**src/rtl/uart_rx_fifo.sv**
```systemverilog
`default_nettype none
// +----------------------------------------------------------------------------+
// | Module      : uart_rx_fifo                                                 |
// | Description : Console UART receiver (8N1, or 8E1 with UART_RX_PARITY_EN)   |
// |               with a byte FIFO, read on I/O ports 0xE8 (data) / 0xE9 (st). |
// | Revision    : 1.0  initial release                                         |
// +----------------------------------------------------------------------------+
module uart_rx_fifo #(
    parameter int CLK_HZ     = 20_000_000,
    parameter int BAUD       = 115200,
    parameter int OSDIV      = (CLK_HZ + BAUD * 8) / (BAUD * 16),
    parameter int DEPTH_LOG2 = 4
) (
    input  logic       CLK20,
    input  logic       CRST,
    input  logic       UART_RX,
    input  logic       IORD_N,
    input  logic [7:0] ADDR,
    input  logic       TX_BSY,
    output logic [7:0] DOUT,
    output logic       RX_READY
);

    localparam int                    c_DIVW     = (OSDIV > 1) ? $clog2(OSDIV) : 1;
    localparam logic [c_DIVW-1:0]     c_DIV_MAX  = c_DIVW'(OSDIV - 1);
    localparam logic [c_DIVW-1:0]     c_DIV_ONE  = c_DIVW'(1);
    localparam int                    c_DEPTH    = 1 << DEPTH_LOG2;
    localparam logic [DEPTH_LOG2:0]   c_FULL_CNT = {1'b1, {DEPTH_LOG2{1'b0}}};
    localparam logic [DEPTH_LOG2:0]   c_CNT_ONE  = {{DEPTH_LOG2{1'b0}}, 1'b1};
    localparam logic [DEPTH_LOG2-1:0] c_PTR_ONE  = DEPTH_LOG2'(1);
    localparam logic [7:0]            c_ADDR_DAT = 8'hE8;
    localparam logic [7:0]            c_ADDR_STA = 8'hE9;

    localparam logic [2:0] c_S_IDLE   = 3'd0;
    localparam logic [2:0] c_S_START  = 3'd1;
    localparam logic [2:0] c_S_DATA   = 3'd2;
    localparam logic [2:0] c_S_STOP   = 3'd3;
    localparam logic [2:0] c_S_WAITHI = 3'd4;
`ifdef UART_RX_PARITY_EN
    localparam logic [2:0] c_S_PARITY = 3'd5;
`endif

    logic                  r_rx_s1, r_rx_s2, r_rx_prev;
    logic                  r_rd_s1, r_rd_s2, r_rd_prev;
    logic [c_DIVW-1:0]     r_div;
    logic [2:0]            r_state;
    logic [3:0]            r_tcnt;
    logic [2:0]            r_bitn;
    logic [7:0]            r_sh;
    logic [7:0]            r_mem [c_DEPTH];
    logic [DEPTH_LOG2-1:0] r_wptr, r_rptr;
    logic [DEPTH_LOG2:0]   r_count;
    logic                  r_ready;
    logic                  r_ovr, r_fe;
    logic [7:0]            r_dout;

    logic                  w_tick, w_rx_fall, w_rd_evt;
    logic                  w_stop_smp, w_push, w_fe_set;
    logic                  w_rd_data, w_rd_stat;
    logic                  w_empty, w_full, w_pop_ok, w_push_ok, w_ovr_set;
    logic [DEPTH_LOG2:0]   w_count_next;
    logic                  w_pe_bit;
    logic [7:0]            w_status;

    assign w_tick     = (r_div == c_DIV_MAX);
    assign w_rx_fall  = r_rx_prev & ~r_rx_s2;
    assign w_rd_evt   = r_rd_prev & ~r_rd_s2;

    assign w_stop_smp = (r_state == c_S_STOP) && w_tick && (r_tcnt == 4'd15);
    assign w_push     = w_stop_smp & r_rx_s2;
    assign w_fe_set   = w_stop_smp & ~r_rx_s2;

    assign w_rd_data  = w_rd_evt && (ADDR == c_ADDR_DAT);
    assign w_rd_stat  = w_rd_evt && (ADDR == c_ADDR_STA);

    // Pop is resolved first, so a full FIFO still accepts a byte on a pop cycle.
    assign w_empty    = (r_count == '0);
    assign w_full     = (r_count == c_FULL_CNT);
    assign w_pop_ok   = w_rd_data & ~w_empty;
    assign w_push_ok  = w_push & (~w_full | w_pop_ok);
    assign w_ovr_set  = w_push & w_full & ~w_pop_ok;

    always_comb begin
        w_count_next = r_count;
        case ({w_push_ok, w_pop_ok})
            2'b10:   w_count_next = r_count + c_CNT_ONE;
            2'b01:   w_count_next = r_count - c_CNT_ONE;
            default: w_count_next = r_count;
        endcase
    end

`ifdef UART_RX_PARITY_EN
    logic r_pe;
    logic w_pe_set;
    assign w_pe_set = (r_state == c_S_PARITY) && w_tick && (r_tcnt == 4'd15)
                      && (r_rx_s2 != ^r_sh);
    assign w_pe_bit = r_pe;

    always_ff @(posedge CLK20 or negedge CRST) begin
        if (!CRST) begin
            r_pe <= 1'b0;
        end else begin
            r_pe <= (r_pe & ~w_rd_stat) | w_pe_set;
        end
    end
`else
    assign w_pe_bit = 1'b0;
`endif

    assign w_status = {TX_BSY, 3'b000, w_pe_bit, w_full, r_fe, r_ovr, r_ready};

    always_ff @(posedge CLK20 or negedge CRST) begin
        if (!CRST) begin
            r_rx_s1   <= 1'b1;
            r_rx_s2   <= 1'b1;
            r_rx_prev <= 1'b1;
            r_rd_s1   <= 1'b1;
            r_rd_s2   <= 1'b1;
            r_rd_prev <= 1'b1;
            r_div     <= '0;
        end else begin
            r_rx_s1   <= UART_RX;
            r_rx_s2   <= r_rx_s1;
            r_rx_prev <= r_rx_s2;
            r_rd_s1   <= IORD_N;
            r_rd_s2   <= r_rd_s1;
            r_rd_prev <= r_rd_s2;
            r_div     <= w_tick ? '0 : (r_div + c_DIV_ONE);
        end
    end

    // Start bit is rechecked at tick 8; later bits are sampled every 16 ticks.
    always_ff @(posedge CLK20 or negedge CRST) begin
        if (!CRST) begin
            r_state <= c_S_IDLE;
            r_tcnt  <= 4'd0;
            r_bitn  <= 3'd0;
            r_sh    <= 8'h00;
        end else begin
            case (r_state)
                c_S_IDLE: begin
                    if (w_rx_fall) begin
                        r_state <= c_S_START;
                        r_tcnt  <= 4'd0;
                    end
                end
                c_S_START: begin
                    if (w_tick) begin
                        if (r_tcnt == 4'd7) begin
                            r_tcnt  <= 4'd0;
                            r_bitn  <= 3'd0;
                            r_state <= r_rx_s2 ? c_S_IDLE : c_S_DATA;
                        end else begin
                            r_tcnt <= r_tcnt + 4'd1;
                        end
                    end
                end
                c_S_DATA: begin
                    if (w_tick) begin
                        if (r_tcnt == 4'd15) begin
                            r_tcnt <= 4'd0;
                            r_sh   <= {r_rx_s2, r_sh[7:1]};
                            r_bitn <= r_bitn + 3'd1;
                            if (r_bitn == 3'd7) begin
`ifdef UART_RX_PARITY_EN
                                r_state <= c_S_PARITY;
`else
                                r_state <= c_S_STOP;
`endif
                            end
                        end else begin
                            r_tcnt <= r_tcnt + 4'd1;
                        end
                    end
                end
`ifdef UART_RX_PARITY_EN
                c_S_PARITY: begin
                    if (w_tick) begin
                        if (r_tcnt == 4'd15) begin
                            r_tcnt  <= 4'd0;
                            r_state <= c_S_STOP;
                        end else begin
                            r_tcnt <= r_tcnt + 4'd1;
                        end
                    end
                end
`endif
                c_S_STOP: begin
                    if (w_tick) begin
                        if (r_tcnt == 4'd15) begin
                            r_tcnt  <= 4'd0;
                            r_state <= r_rx_s2 ? c_S_IDLE : c_S_WAITHI;
                        end else begin
                            r_tcnt <= r_tcnt + 4'd1;
                        end
                    end
                end
                c_S_WAITHI: begin
                    if (r_rx_s2) begin
                        r_state <= c_S_IDLE;
                    end
                end
                default: begin
                    r_state <= c_S_IDLE;
                end
            endcase
        end
    end

    always_ff @(posedge CLK20) begin
        if (w_push_ok) begin
            r_mem[r_wptr] <= r_sh;
        end
    end

    always_ff @(posedge CLK20 or negedge CRST) begin
        if (!CRST) begin
            r_wptr  <= '0;
            r_rptr  <= '0;
            r_count <= '0;
            r_ready <= 1'b0;
            r_ovr   <= 1'b0;
            r_fe    <= 1'b0;
            r_dout  <= 8'hFF;
        end else begin
            if (w_push_ok) begin
                r_wptr <= r_wptr + c_PTR_ONE;
            end
            if (w_pop_ok) begin
                r_rptr <= r_rptr + c_PTR_ONE;
            end
            r_count <= w_count_next;
            r_ready <= (w_count_next != '0);
            // A flag raised in the same cycle as a status read survives the clear.
            r_ovr   <= (r_ovr & ~w_rd_stat) | w_ovr_set;
            r_fe    <= (r_fe & ~w_rd_stat) | w_fe_set;
            if (w_rd_data) begin
                r_dout <= w_empty ? 8'h00 : r_mem[r_rptr];
            end else if (w_rd_stat) begin
                r_dout <= w_status;
            end
        end
    end

    assign DOUT     = r_dout;
    assign RX_READY = r_ready;

endmodule
`default_nettype wire

```
**config.mk**
```make
export PLATFORM = sky130hd
export DESIGN_NAME = uart_rx_fifo
export DESIGN_NICKNAME = d
export VERILOG_FILES = /design/src/rtl/uart_rx_fifo.sv
export SDC_FILE = /design/constraint.sdc
export NUM_CORES = 1
export LEC_CHECK = 0
export ABC_CLOCK_PERIOD_IN_PS = 3500
export BUFFER_PORTS_ARGS = -buffer_cell sky130_fd_sc_hd__buf_2
export CORE_MARGIN = 3
export CORE_UTILIZATION = 55
export DETAILED_ROUTE_END_ITERATION = 10
export PLACE_DENSITY = 0.77
export SETUP_SLACK_MARGIN = 0.3
export SLEW_MARGIN = 10
export SYNTH_ARGS = -nofsm -noshare
export SYNTH_HDL_FRONTEND = slang
export SYNTH_SLANG_ARGS = --single-unit
```
**constraint.sdc**
```tcl
create_clock -name CLK20 -period 3.5 [get_ports CLK20]
set_input_delay 0.525 -clock CLK20 [delete_from_list [all_inputs] [get_ports CLK20]]
set_output_delay 0.525 -clock CLK20 [all_outputs]
set_load 0.02 [all_outputs]
```
==> metrics.md <==
| Metric | Value |
|---|---|
| Post-detail-place hpwl | approximately 9 mm |
| RR Startpoint | r_tcnt[0] |
| Clock Skew | ~8.6 ps |
| Antenna cells | 0 |
| Startpoint types | flip-flop |
| Main flop type after synthesis | edfxtp_1 |
| Share of layout cells above drive strength 1 | a little under a third |
| GP Congestion | 0.778 |
| Multi-input gate area | just over 2000 um2 |
| Hold-fix buffers, CTS | 0 |
| Met3 GRT Util | between 5 and 6% |
| Register area | between 5000 and 6000 um2 |
| Total clock buffers created by CTS | 17 |
| Worst-Skew Late Latency | about 430 ps |
| Vias in the first global route | 4,025 |
| Max-slew headroom | 41.7% |
| Most Crowded Layer GR | met2 |
| Initial antenna violation count | 0 |
| GRT overflow | 0 |
| H-tree depth | 4 |
| Post_cts resized | 0 |
| Wire length per cell | 22.0 um |
| Largest net degree at the start of global routing | roughly 40 |
| Drt pass-1 iters | 4 |
| Seq/Total Area, Yosys | between 70 and 80% |
| Final Cell Area | 8420 um2 |
| Worst Path Arrival | ~3200 ps |
| Synth Cell Area | between 7000 and 8000 um2 |
| Die height | 122 um |
| Hold Path Class | in2reg |
| Clk root buf | clkbuf_16 |
| DRT iter0 DRCs | between 300 and 400 |
| Initial Util | approximately 57% |
| Synth warn | 0 |
| Post-synth top area share | 52.3% |
| Post-Place Cells | 612 |
| Leak Pwr | ~0.0032 uW |
| Area leader, netlist | edfxtp_1 |
| PwrDens | 543 nW/um2 |
| I/O pins | 22 |
| Worst R2R Setup Slack | 570 ps |
| CTS tree | built |
| Clock slew at reported path FFs | ~60 ps |
| Longest Clk Path Bufs | 2 |
| Hold Crit Depth | 1 |
| Final Hold Vio Count | 0 |
| R2R cell count | 12 |
| Crit Path Max Fanout | 6 |
| Min-Delay Endpoint | r_rx_s1 |
| Unrepaired setup endpoints after global routing | no |
| Critical path required time | ~3800 ps |
| Peak Freq | ~340 MHz |
| Via/cell ratio | between 6 and 7 |
| Via count | ~3,900 |
| Max-slew violations | 0 |
| Worst setup EP type | flip-flop |
| Nets | 481 |
| # setup viols final | 0 |
| FF+latch count, synth | 180 |
| EDFF count, synth | 128 |
| Area Overhead vs Synth | 14.6% |
| Status | completed |
| RR Endpoint | RX_READY |
| Die ar. | 14,800 um2 |
| Fin crit share | a little over four fifths |
| Core Rows | between 40 and 50 |
| Avg Cell Area, Syn | 17.7 um2 |
| Syn nets | 436 |
| Peak VDD IR | ~0.00035 V |
| Number of routed nets with antenna violations | 0 |
| Setup TNS | 0 ps |
| Maxcap violations | 0 |
| Synth Instances | 414 |
| WL final | around 14 mm |
| Area after DPL | around 7800 um2 |
| Core area | between 10,000 and 15,000 um2 |
| Sinks on Clock Net | between 150 and 200 |
| Met2 usage | 35.0% |
| Gr usage total | 21.1% |
| Min Tclk post-route | a little under 3000 ps |
| FFs w/ async S/R, synth | roughly 29% |
| First-pass GRT wire length | between 20 and 25 mm |
| IO buf count | 20 |
| Filler cell count | approximately 840 |
| Slew @ Worst Pin | approximately 870 ps |
| # Post-CTS Setup Buffers | 0 |
| Hold_sp | UART_RX |
| Worst Path Class, Setup | reg2reg |
| Area contributors post-synth | edfxtp_1 52%, dfrtp_1 13%, mux4_2 12%, dfstp_2 5.0%, mux2_2 1.7% |
| Synth cell types | about 50 |
| Final cell count without fillers | about 640 |
| Drt drc | 0 |
| Met1 Use GR | between 20% and 30% |
| Die width | around 120 um |
cells in the mapped netlist, types with 2 or more instances:
cell type / n
nand4_1: 6
mux2i_1: 5
nand3_1: 6
a21oi_1: 4
buf_1: 4
clkbuf_1: 8
dfrtp_1: 38
buf_2: 5
a221o_1: 4
xnor2_1: 7
nand2b_1: 2
ha_1: 9
dfstp_2: 14
a22oi_1: 2
nor2b_1: 2
inv_1: 10
or4_1: 2
mux2_2: 11
a22o_1: 5
nand2_1: 23
mux4_2: 40
xor2_1: 5
a21o_1: 2
nor3_1: 7
and3_1: 5
o21ai_0: 10
nor4b_1: 2
nor2_1: 26
edfxtp_1: 128
metrics by stage:
step	hold WS, ps	power (uW)	util [%]	worst slack [ps]
floorplan	229	2560	-	581
global placement	347	2610	60.6	521
detailed placement	348	2630	60.6	457
CTS	170	4590	65.6	581
global route	175	4720	65.6	325
finish	191	4570	65.6	568
worst max path at each step:
| stage | startpoint | endpoint | cells after the start |
|---|---|---|---|
| 2_1_floorplan | ADDR[4] | RX_READY | 12 |
| 3_3_place_gp | ADDR[4] | RX_READY | 12 |
| 3_5_place_dp | ADDR[4] | RX_READY | 12 |
| 4_1_cts | r_tcnt[0] | RX_READY | 12 |
| 5_1_grt | r_tcnt[0] | RX_READY | 12 |
| 6_report | r_tcnt[0] | RX_READY | 12 |
power breakdown:
group	total, uW	switching [uW]	internal (uW)	leakage (uW)
Combinational	210	122	88.3	0.000939
Clock	1980	750	1230	0.000321
Sequential	2380	74.9	2310	0.00198
Total	4570	946	3620	0.00324
cell families (layout without fill, tap and decap cells):
kind of cell,count (synthesis),in the layout,share of synthesized area [%]
simple gates,93,93,6.80
fa+ha+maj,9,9,1.53
compound gates,35,35,3.58
xor+xnor,12,12,1.43
buf+inv,28,86,1.52
mux,57,57,14.8
flops,180,180,70.3
registers in the layout, summed over array words and instances (netlist names):
| name | cells |
|---|---|
| r_rd_prev | 1 |
| r_state | 3 |
| r_div | 4 |
| r_wptr | 4 |
| r_rx_prev | 1 |
| RX_READY | 1 |
| r_rd_s2 | 1 |
| r_rptr | 4 |
| r_rd_s1 | 1 |
| r_rx_s2 | 1 |
| DOUT | 8 |
| r_tcnt | 4 |
| r_fe | 1 |
| r_count | 5 |
| r_ovr | 1 |
| r_sh | 8 |
| r_mem | 128 |
| r_bitn | 3 |
| r_rx_s1 | 1 |
routing by layer:
metal,up-vias,routed length [um]
met4,0,299
met2,137,7430
li1,1716,-
met3,21,868
met1,2051,5590
met5,-,0
area by class of cell:
cell class	instances	area share (%)
clock buffers	27	6.99
inverters	11	0.491
clock inverters	5	0.624
well taps	172	2.56
multi-input cells	206	24.6
repair buffers	43	3.39
flip-flops and latches	180	61.4
placed cells by master, fill, tap and decap left out, drive strengths merged, types with 4 or more instances in the layout:
| master | count |
|---|---|
| a221o | 4 |
| mux4 | 40 |
| a21oi | 5 |
| mux2 | 12 |
| nand2 | 23 |
| nor2 | 26 |
| inv | 12 |
| clkbuf | 27 |
| o21ai | 10 |
| xnor2 | 7 |
| ha | 9 |
| and3 | 5 |
| dfrtp | 38 |
| nand3 | 7 |
| mux2i | 5 |
| a22o | 5 |
| dfstp | 14 |
| nor3 | 7 |
| xor2 | 5 |
| buf | 43 |
| edfxtp | 128 |
| nand4 | 6 |
critical path, cell delays in order (launching register included):
cell and delay (ps):
dfrtp_1 400, ha_1 180, nand2_1 160, nor4_2 270, buf_4 170, nor2_1 60, xor2_1 140, ha_1 220
nor2_1 90, nor4b_1 330, a31oi_1 100, xnor2_1 150, or4_1 530
Note: power is estimated with default switching activity, not from simulation.
